**src/rtl/mapper_mem_request.sv**
```systemverilog
// rtl/mapper_mem_request.sv - turns mapper-decoded CPU cycles into held memory requests with ack/timeout handling
module mapper_mem_request #(
  parameter int ADDR_W  = 27,
  parameter int TIMEOUT = 255
) (
  input  logic              clk,
  input  logic              reset,
  input  logic              cpu_req,
  input  logic              ram_cs,
  input  logic              sram_cs,
  input  logic              rnw,
  input  logic [ADDR_W-1:0] addr,
  input  logic [7:0]        wdata,
  output logic              mem_req,
  output logic              mem_we,
  output logic              mem_sram,
  output logic [ADDR_W-1:0] mem_addr,
  output logic [7:0]        mem_wdata,
  input  logic              mem_ack,
  input  logic [7:0]        mem_rdata,
  output logic              cpu_wait,
  output logic [7:0]        cpu_rdata,
  output logic              cpu_rdata_valid,
  output logic              timeout_err
);

  typedef enum logic [1:0] {
    IDLE = 2'd0,
    REQ  = 2'd1,
    DONE = 2'd2
  } state_t;

  // Counter value on the last REQ cycle before the request is abandoned.
  localparam logic [7:0] CNT_LAST = 8'(TIMEOUT - 1);

  state_t     state;
  state_t     state_nxt;
  logic [7:0] cnt;
  logic       rnw_q;
  logic       to_q;
  logic       accept;
  logic       cnt_hit;

  assign accept  = (state == IDLE) && cpu_req && (ram_cs || sram_cs);
  assign cnt_hit = (cnt == CNT_LAST);

  // State register; reset drops mem_req asynchronously via the state.
  always_ff @(posedge clk or posedge reset) begin
    if (reset) begin
      state <= IDLE;
    end else begin
      state <= state_nxt;
    end
  end

  // Next state: an ack wins over a timeout landing in the same cycle.
  always_comb begin
    state_nxt = state;
    case (state)
      IDLE:    if (accept) state_nxt = REQ;
      REQ:     if (mem_ack || cnt_hit) state_nxt = DONE;
      DONE:    state_nxt = IDLE;
      default: state_nxt = IDLE;
    endcase
  end

  // Request latch, wait counter and read-data capture.
  always_ff @(posedge clk or posedge reset) begin
    if (reset) begin
      mem_addr  <= {ADDR_W{1'b1}};
      mem_wdata <= 8'h00;
      mem_sram  <= 1'b0;
      rnw_q     <= 1'b0;
      to_q      <= 1'b0;
      cnt       <= 8'h00;
      cpu_rdata <= 8'hFF;
    end else if (accept) begin
      mem_addr  <= addr;
      mem_wdata <= wdata;
      mem_sram  <= sram_cs;
      rnw_q     <= rnw;
      to_q      <= 1'b0;
      cnt       <= 8'h00;
    end else if (state == REQ) begin
      if (mem_ack) begin
        to_q <= 1'b0;
        if (rnw_q) cpu_rdata <= mem_rdata;
      end else if (cnt_hit) begin
        to_q <= 1'b1;
        if (rnw_q) cpu_rdata <= 8'hFF;
      end else begin
        cnt <= cnt + 8'd1;
      end
    end
  end

  assign mem_req         = (state == REQ);
  assign mem_we          = (state == REQ) && !rnw_q;
  assign cpu_rdata_valid = (state == DONE) && rnw_q;
  assign timeout_err     = (state == DONE) && to_q;
  // The accept term would otherwise leak through while reset holds IDLE.
  assign cpu_wait        = !reset && (accept || (state == REQ));

endmodule

```
**config.mk**
```make
export PLATFORM = sky130hd
export DESIGN_NAME = mapper_mem_request
export DESIGN_NICKNAME = d
export VERILOG_FILES = /design/src/rtl/mapper_mem_request.sv
export SDC_FILE = /design/constraint.sdc
export NUM_CORES = 1
export LEC_CHECK = 0
export ABC_AREA = 1
export CAP_MARGIN = 0
export CELL_PAD_IN_SITES_DETAIL_PLACEMENT = 0
export CELL_PAD_IN_SITES_GLOBAL_PLACEMENT = 1
export CORE_UTILIZATION = 31
export DETAILED_ROUTE_END_ITERATION = 12
export PLACE_DENSITY_LB_ADDON = 0.15
export REMOVE_ABC_BUFFERS = 1
export SLEW_MARGIN = 5
export SYNTH_ARGS = -nofsm -noshare
export SYNTH_HDL_FRONTEND = slang
export SYNTH_SLANG_ARGS = --single-unit
```
**constraint.sdc**
```tcl
create_clock -name clk -period 2.33 [get_ports clk]
set_clock_uncertainty 0.05 [all_clocks]
set_input_delay 0.466 -clock clk [delete_from_list [all_inputs] [get_ports clk]]
set_output_delay 0.466 -clock clk [all_outputs]
set_load 0.02 [all_outputs]
```
==> impl_metrics.env <==
export IMPL_layout_drive_gt1_share=0.159
export IMPL_cp_num_buf_inv=2
export IMPL_cts_made_buffers=5
export IMPL_die_h_um=93.3
export IMPL_cts_root_buf="clkbuf_8"
export IMPL_worstPathRequired_ps=1810
export IMPL_gr_usage_all_layers=0.138
export IMPL_setup_viol=0
export IMPL_synth_top_area_share=0.356
export IMPL_cts_tree="built"
export IMPL_avgSynthCellArea_um2=8.67
export IMPL_die_width_um=93.3
export IMPL_drt_wl_total_um=5600
export IMPL_grt_overflow_total=0
export IMPL_max_vdd_ir_drop_mv=0.372
export IMPL_slowest_stage="clkdlybuf4s50_1"
export IMPL_initial_utilization=0.327
export IMPL_clk_pin_slew_ps=90
export IMPL_synth_largest_area_cell="dfstp_2"
export IMPL_core_area_um2=7890
export IMPL_n_fill_cell=802
export IMPL_cp_start_kind="flip-flop"
export IMPL_fin_crit_ps=2150
export IMPL_num_rows=32
export IMPL_firstDrtPassIters=4
export IMPL_cp_top_family="buffers and inverters"
export IMPL_antenna_cells=0
export IMPL_wire_per_inst_um=11.2
export IMPL_p_leak_nw=1.80
export IMPL_finalCritPeriodShare=0.921
export IMPL_syn_inst=298
export IMPL_vias=2081
export IMPL_io_pin_count=99
export IMPL_yosysSeqAreaShare=0.560
export IMPL_post_dp_hpwl_um=3780
export IMPL_ff_latch_area_um2=1450
export IMPL_drtIter0Drc=87
export IMPL_worst_pin_slew_ps=753
export IMPL_fin_ws_ps=185
export IMPL_max_stage_delay_ps=610
export IMPL_crit_type="reg2out"
export IMPL_grt_setup_unrepaired="false"
export IMPL_die_area_um2=8700
export IMPL_areaGrowthSynthToFinish_pct=44.6
export IMPL_clock_latency_ps=300
export IMPL_dp_slack_ps=-21.9
export IMPL_yosysWarnings=0
export IMPL_fmax_ghz=0.466
export IMPL_status="finished clean"
export IMPL_slew_violations=0
export IMPL_cts_sinks=56
export IMPL_rrSetupSlack_ps=650
export IMPL_multi_input_area_um2=857
export IMPL_grt_max_degree=86
export IMPL_hold_path_class="reg2reg"
export IMPL_post_route_util=0.473
export IMPL_crit_chain="inv_1 > nand2_2 > nor2_1 > clkdlybuf4s50_1"
export IMPL_place_gp_congestion=0.659
export IMPL_power_density_nw_per_um2=979
export IMPL_cts_hold_buffers=0
export IMPL_antenna_found_initial=0
export IMPL_synth_distinct_cells=24
export IMPL_grt_pass1_wl_um=9380
export IMPL_htreeDepth=2
export IMPL_relSlewSlack=0.498
export IMPL_end_kind="output port"
export IMPL_crit_arrival_ps=1630
export IMPL_io_buffers=98
export IMPL_grt_pass1_vias=1959
export IMPL_route_detailed_drc=0
export IMPL_via_per_inst=4.18
export IMPL_synth_area_um2=2580
export IMPL_drv_cap=0
export IMPL_fin_nets=447
export IMPL_ys_seq_elements=56
export IMPL_antenna_left=0
export IMPL_hold_viol=0
export IMPL_cp_max_fo=7
export IMPL_ys_top_cells_by_area="dfstp_2, dfrtp_1, nand2_1"
export IMPL_max_clock_path_buffers=2
## sequential cells by signal (all words and copies together) (netlist names)
signal,flops
to_q,1
mem_sram,1
mem_wdata,8
mem_addr,27
cpu_rdata,8
cnt,8
rnw_q,1
state,2
## routing by layer
layer | track usage | wire (um) | vias up
li1 | - | - | 1092
met1 | 0.173 | 2450 | 917
met2 | 0.214 | 2500 | 66
met3 | 0.0626 | 579 | 6
met4 | 0.0385 | 70 | 0
met5 | 0 | 0 | -
## per-stage QoR
| stage | std cells | setup TNS (ps) | hold slack (ps) | cell area (um2) | power [mW] |
|---|---|---|---|---|---|
| 4_1_cts | 498 | 0 | 421 | 3730 | 3.73 |
| 3_5_place_dp | 490 | -21.9 | 404 | 3650 | 3.17 |
| 3_3_place_gp | 490 | -4.60 | 402 | 3650 | 3.16 |
| 2_1_floorplan | 288 | -185 | 445 | 2510 | 2.40 |
| 5_1_grt | 498 | 0 | 434 | 3730 | 3.93 |
| 6_report | 498 | 0 | 415 | 3730 | 3.66 |
## layout make-up
cell class | count | area share
tap | 102 | 0.0342
timing repair buffer | 100 | 0.270
clock inverter | 1 | 0.00235
sequential | 56 | 0.387
clock buffer | 7 | 0.0204
inverter | 55 | 0.0560
multi-input combinational | 177 | 0.230
## cell usage after synthesis
| cell | number |
|---|---|
| inv_4 | 1 |
| nand3_2 | 1 |
| nand3_1 | 17 |
| nand2_4 | 3 |
| nor3_1 | 3 |
| nor2_4 | 2 |
| or2_2 | 8 |
| ha_1 | 2 |
| a21oi_1 | 3 |
| clkbuf_1 | 5 |
| buf_4 | 1 |
| a21oi_2 | 1 |
| nor2_1 | 10 |
| dfrtp_1 | 21 |
| nand3_4 | 1 |
| nand3b_1 | 2 |
| nand2_2 | 2 |
| o21ai_1 | 6 |
| nand2_1 | 84 |
| dfstp_2 | 35 |
| xor2_1 | 1 |
| buf_6 | 4 |
| inv_1 | 54 |
| o21ai_0 | 31 |
## what timing repair did
action | 4_1_cts | 5_1_grt
resized for setup | 1 | 1
setup buffers | 0 | 0
endpoints found under the setup margin | 1 | 1
## cells by family after synthesis
family | Yosys count | share of synthesized area
XOR/XNOR | 1 | 0.00339
flip-flops | 56 | 0.560
AND/OR/NAND/NOR | 133 | 0.238
buffers and inverters | 65 | 0.109
AO/OA/AOI/OAI | 41 | 0.0809
adder cells (fa/ha/maj) | 2 | 0.00969
## worst min-delay path, cell delays in order, from the launching register on
cell	delay (ps)
dfstp_2	380
nand2_1	50
nand2_1	40
## report_power, final
part / switching, mW / internal, mW
Sequential: 0.172 / 1.43
Clock: 0.313 / 0.216
Combinational: 0.802 / 0.720
Total: 1.29 / 2.37
## cells in the final DEF, fill, tap and decap left out
master and n:
nand3_1 17, nand2_2 2, dfstp_2 35, o21ai_0 31
nand2_4 3, a21oi_1 3, dlygate4sd2_1 1, inv_1 53
nor2_1 10, or2_2 8, ha_1 2, buf_12 1
dfrtp_1 21, clkinv_4 1, buf_4 1, inv_4 1
dlymetal6s2s_1 1, xor2_1 1, nand3b_1 2, clkbuf_8 5
clkdlybuf4s50_1 96, a21oi_2 1, nand3_2 1, nand3_4 1
nand2_1 84, nor3_1 3, inv_2 1, o21ai_1 6
nor2_4 2, clkbuf_1 2
## path summary, 6_finish.rpt
kind	from	endpoint	depth (start not counted)
worst max-delay path	state[1]	mem_we	4
worst min-delay path	cpu_rdata[3]	cpu_rdata[3]	2
worst max register to register	state[0]	to_q	5
worst min register to register	cpu_rdata[3]	cpu_rdata[3]	2
max in group asynchronous	reset	cpu_rdata[3]	3
min in group asynchronous	reset	state[1]	3
Power figures use the tool's default switching activity.
